### src/rtl/sync_up_counter_mod.sv
// sync_up_counter_mod
// Modulo-MODULUS synchronous binary up counter with clock enable,
// synchronous clear, parallel load and a combinational carry-out for
// cascading. The next state is formed by plain combinational logic and
// captured by one D flip-flop per state bit. q comes straight from those
// flops. Per-edge priority, highest first: reset, clear, load, en.
module sync_up_counter_mod #(
    parameter int WIDTH   = 3,
    parameter int MODULUS = 8
) (
    input  logic             clk,
    input  logic             reset,
    input  logic             en,
    input  logic             clear,
    input  logic             load,
    input  logic [WIDTH-1:0] load_val,
    output logic [WIDTH-1:0] q,
    output logic             tc,
    output logic             wrapped,
    output logic             load_err
);

    // Terminal count value, and the modulus widened by one bit.
    // The extra bit lets MODULUS = 2**WIDTH be held without truncation.
    localparam logic [WIDTH-1:0] LAST    = WIDTH'(MODULUS - 1);
    localparam logic [WIDTH:0]   MOD_EXT = (WIDTH + 1)'(MODULUS);

    logic [WIDTH-1:0] q_ff;
    logic             wrapped_ff;
    logic             load_err_ff;

    logic [WIDTH-1:0] q_nxt;
    logic             wrapped_nxt;
    logic             load_err_nxt;

    logic             at_last;
    logic             q_in_range;
    logic             load_ok;
    logic [WIDTH-1:0] q_inc;
    logic [WIDTH-1:0] q_step;
    logic [WIDTH-1:0] q_loaded;

    // Decodes of the current count and the load value.
    // Range checks are done at WIDTH+1 bits so every legal MODULUS compares correctly.
    assign at_last    = (q_ff == LAST);
    assign q_in_range = ({1'b0, q_ff} < MOD_EXT);
    assign load_ok    = ({1'b0, load_val} < MOD_EXT);

    // WIDTH-bit increment. The terminal-count compare overrides natural
    // overflow. Any out-of-range count is also pulled back to zero.
    assign q_inc    = q_ff + WIDTH'(1);
    assign q_step   = (at_last || !q_in_range) ? '0 : q_inc;

    // An illegal load value lands the counter on zero instead.
    assign q_loaded = load_ok ? load_val : '0;

    // Carry-out has no register stage. The next cascaded stage then
    // increments on the same edge as this stage wraps.
    assign tc = en & at_last;

    // Next-state selection in priority order: reset, clear, load, en, hold.
    always_comb begin
        q_nxt        = q_ff;
        wrapped_nxt  = 1'b0;
        load_err_nxt = 1'b0;
        if (reset || clear) begin
            q_nxt = '0;
        end else if (load) begin
            q_nxt        = q_loaded;
            load_err_nxt = !load_ok;
        end else if (en) begin
            q_nxt       = q_step;
            // No wrap pulse when recovering from an out-of-range count.
            wrapped_nxt = at_last;
        end
    end

    // State flip-flops. Reset is already folded into the next-state terms,
    // so every bit is a plain D flop.
    always_ff @(posedge clk) begin
        q_ff        <= q_nxt;
        wrapped_ff  <= wrapped_nxt;
        load_err_ff <= load_err_nxt;
    end

    assign q        = q_ff;
    assign wrapped  = wrapped_ff;
    assign load_err = load_err_ff;

endmodule

### config.mk
export PLATFORM = sky130hd
export DESIGN_NAME = sync_up_counter_mod
export DESIGN_NICKNAME = d
export VERILOG_FILES = /design/src/rtl/sync_up_counter_mod.sv
export SDC_FILE = /design/constraint.sdc
export NUM_CORES = 1
export LEC_CHECK = 0
export BUFFER_PORTS_ARGS = -buffer_cell sky130_fd_sc_hd__buf_2
export CAP_MARGIN = 20
export CORE_AREA = 2 2 39 41
export CTS_CLUSTER_DIAMETER = 120
export DETAILED_ROUTE_END_ITERATION = 12
export DIE_AREA = 0 0 41 43
export GPL_TIMING_DRIVEN = 0
export HOLD_SLACK_MARGIN = 0.1
export PLACE_DENSITY = 0.42
export SLEW_MARGIN = 10
export SYNTH_ARGS = -nofsm -noshare
export SYNTH_HDL_FRONTEND = slang
export SYNTH_SLANG_ARGS = --single-unit
### constraint.sdc
create_clock -name clk -period 3.7 [get_ports clk]
set_clock_uncertainty 0.2 [all_clocks]
set_input_delay 0.74 -clock clk [delete_from_list [all_inputs] [get_ports clk]]
set_output_delay 0.74 -clock clk [all_outputs]
set_load 0.01 [all_outputs]
Word level (Yosys, flattened, before mapping)
Index checks and enable logic that the tools add are counted.
- bitwise gates (word level): 2
- $add $sub $neg: 1
- equal/unequal tests: 1
- muxes and demuxes: 3
- reductions and logical operators: 3
- operators with widths (kind ; number):
    3-bit two-way mux ; 3
    3-bit by 1-bit adder with 3-bit output (second input constant) ; 1
    3-bit == test (second input constant) ; 1
    3-bit OR reduction ; 1
    2-bit nonzero test ; 1
    1-bit bitwise AND ; 1
    1-bit logical OR ; 1
    1-bit inverter ; 1
- register bits: 4
- output and inout bits: 6

Logic depth before layout (Yosys ltp)
- depth in word-level cells: 4
- mapped depth: 4
- mapped depth without buffers: 4

Worst setup path before layout
Ideal clock, no wire load.
- path kind: input port to output port
- start: input port en
- end: output port tc
- arrival time: 0.933 ns
- path slack: 1.827 ns
- buffers on the path: 0
- stages: 1
- required time: 2.760 ns
- cells stage by stage: and2_2
- longest elaborated chain between the ends: 1
- ends and longest elaborated chain (item ; RTL line ; source):
    start, declared ; 13 ; input logic en,
    1-bit bitwise AND ; 59 ; assign tc = en & at_last;
    end, declared ; 18 ; output logic tc,
No other way between the ends.

Worst setup path after layout
- start: register q_ff[0] (netlist: q[0])
- end: output port tc
- longest elaborated chain between the ends: 2
- ends and longest elaborated chain (item ; RTL line ; source):
    start, declared ; 28 ; logic [WIDTH-1:0] q_ff;
    start signal, assigned ; 81 ; q_ff <= q_nxt;
    3-bit == test ; 45 ; assign at_last = (q_ff == LAST);
    via at_last ; 36 ; logic at_last;
    1-bit bitwise AND ; 59 ;
The timed path passes the listed nets, and every way through them passes these cells.

==> metrics.md <==
| Metric | Value |
|---|---|
| FF-to-FF path depth | `4` |
| FP Rows | `14` |
| Unrepaired setup endpoints after global routing | `false` |
| Max Cap Viol | `0` |
| GPL Wtd Cong | `0.684` |
| Cell taking the most area after synthesis | `dfxtp_1` |
| H-tree level count | `1` |
| Congestion Overflow GR | `0` |
| Number of global-route vias before repair | `206` |
| HP Start | `q[2]` |
| DP Area | `307 µm²` |
| DIE AREA | `1760 µm²` |
| Synth unique cells | `13` |
| # diodes | `0` |
| Reg2reg setup slack | `2090 ps` |
| Area delta synth->final | `45.3%` |
| Synth area leaders | `dfxtp_1, ha_1, mux2_1` |
| PostCTS Resize Cnt | `0` |
| Worst min-delay path class | `reg2reg` |
| Synth top area share | `a little over a third` |
| Setup TNS after final layout | `0 ps` |
| Startpoint Class | `flop` |
| Largest net degree at the start of global routing | `8` |
| Simple-gate share of the synthesized area | `about a quarter` |
| CTS Sinks | `4` |
| Synth Warn # | `0` |
| VDD IR max | `0.186 mV` |
| Avg Cell Area, Syn | `~11 µm²` |
| XOR/XNOR share of the synthesized area | `0%` |
| Compound-cell area share of the yosys netlist | `a little over an eighth` |
| Postcts setup bufs | `0` |
| Worst R2R End | `q[2]` |
| TritonCTS clock tree | `yes` |
| Critical-path maximum fanout | `4` |
| CP Capture Type | `output pin` |
| Placed insts | `49` |
| Design area | `roughly 330 µm²` |
| First-pass GRT wire length | `834 µm` |
| Drt total wl | `roughly 490 µm` |
| Fin cells | `52` |
| Die height | `43 µm` |
| Mux cell area share after synthesis | `~9.9%` |
| Hpwl dp | `roughly 410 µm` |
| Final Hold Vio Count | `0` |
| DRC violations left | `0` |
| WHS Endpoint | `q[2]` |
| DR WL/cell | `about 9.4 µm` |
| Die X | `41 µm` |
| Initial Utilization | `between 10% and 20%` |
| Area share of fa/ha/maj cells after synthesis | `around 11%` |
| Tcrit/Tclk final | `between 60% and 70%` |
| Clock Path Buffers | `2` |
| FILL cells | `between 150 and 200` |
| Worst Path Required | `between 2000 and 3000 ps` |
| Post-DR vias/cell | `approximately 3.9` |
| Iteration-0 DRC Markers | `1` |
| PnR Total Power | `between 100 and 150 µW` |
| Sequential area share after synthesis | `35.4%` |
| Clock transition at the registers of the reported paths | `~40 ps` |
| Post-Synthesis Cells | `21` |
| Final setup viols | `0` |
| Leakage power | `between 0.00015 and 0.0002 µW` |
| IO buf count | `12` |
| Tmin final | `approximately 2200 ps` |
| Number of synthesized register bits | `4` |
| Largest family of logic cells by synthesized area | `simple AND/OR/NAND/NOR gates` |
| Gr usage total | `7.43%` |
| Hold Crit Depth | `2` |
| Hold_buf cts | `0` |
| Root Driver | `clkbuf_4` |
| Fin nets | `48` |
| Detailed Routing Iterations Pass 1 | `2` |
| Routed Antenna Nets | `0` |
| Via Count | `202` |
| CP arrival | `1300 ps` |
| Crit path kind | `reg2out` |
| CTS Buf Count | `3` |
| Core area | `approximately 1400 µm²` |
| Mapped Area | `about 230 µm²` |
| Status | `finished, final reports clean` |
| Post-synth net total | `31` |
| Skew-Pair Late Insertion Delay | `230 ps` |
| R2r startpoint | `q[0]` |
| P per Cell Area | `approximately 350 nW/µm²` |
| Num ports | `14` |
| Pins Over Slew Limit | `0` |
| Share of cells above drive strength 1 | `50.0%` |
| Max Fclk | `447 MHz` |
| Initial antenna violation count | `0` |
-- worst max-delay path, stage by stage, from the launching register on --
cell and delay, ps:
dfxtp_1 340, ha_1 210, ha_1 200, and2_2 180, buf_2 140
-- worst max-delay path by stage --
stage / endpoint / cells past startpoint / from
6_report: tc / 4 / q[0]
5_1_grt: tc / 4 / q[0]
4_1_cts: tc / 4 / q[0]
3_5_place_dp: tc / 3 / en
3_3_place_gp: tc / 3 / en
2_1_floorplan: tc / 1 / en
-- layer usage --
layer	up-vias	track usage, %	part of all wire [%]
li1	103	-	-
met1	85	9.65	48
met2	14	9.06	34
met3	0	6.28	18
met4	0	2.00	0
met5	-	0	0
-- state kept, by name, summed over array words and instances, names as in the netlist --
register,flops
q,3
wrapped,1
-- report_power, final --
group | total (µW) | internal [µW] | leakage [µW] | switching, µW
registers | 46.4 | 45.0 | 0.0000327 | 1.41
clock network | 52.5 | 36.2 | 0.0000138 | 16.3
logic | 15.3 | 8.63 | 0.000153 | 6.65
total | 114 | 89.8 | 0.000200 | 24.4
-- Yosys cell counts --
cell type / n
dfxtp_1: 4
nand2b_1: 3
ha_1: 2
mux2_1: 2
o211a_1: 2
and2_2: 1
and3b_1: 1
buf_4: 1
conb_1: 1
nor2_1: 1
nor2b_1: 1
nor3b_2: 1
o311a_1: 1
-- kinds of logic (layout without fill, tap and decap cells) --
logic type      count (synthesis)  count (layout)
mux                             2               2
flops                           4               4
simple gates                    8               8
other cells                     1               1
fa+ha+maj                       2               2
buf+inv                         1              16
compound gates                  3               3
-- cell usage in the layout (no fill, tap or decap) --
cell type	count
buf_2	12
dfxtp_1	4
nand2b_1	3
clkbuf_4	3
mux2_1	2
o211a_1	2
ha_1	2
and2_2	1
nor2_1	1
and3b_1	1
nor3b_2	1
nor2b_1	1
o311a_1	1
buf_4	1
conb_1	1
-- layout make-up --
class | count | area [µm²] | share of cell area (%)
tap | 16 | 20.0 | 6.08
buffer | 1 | 7.51 | 2.28
timing repair buffer | 12 | 60.1 | 18.3
multi-input combinational | 16 | 139 | 42.2
sequential | 4 | 80.1 | 24.3
clock buffer | 3 | 22.5 | 6.84
-- metrics by stage --
stage | utilization (%) | setup slack, ps | hold WS, ps
global route | 23.8 | 1420 | 470
global placement | 22.2 | 1570 | 407
finish | 23.8 | 1460 | 427
detailed placement | 22.2 | 1550 | 416
CTS | 23.8 | 1450 | 426
floorplan | - | 1830 | 455
Power figures use the tool's default switching activity.
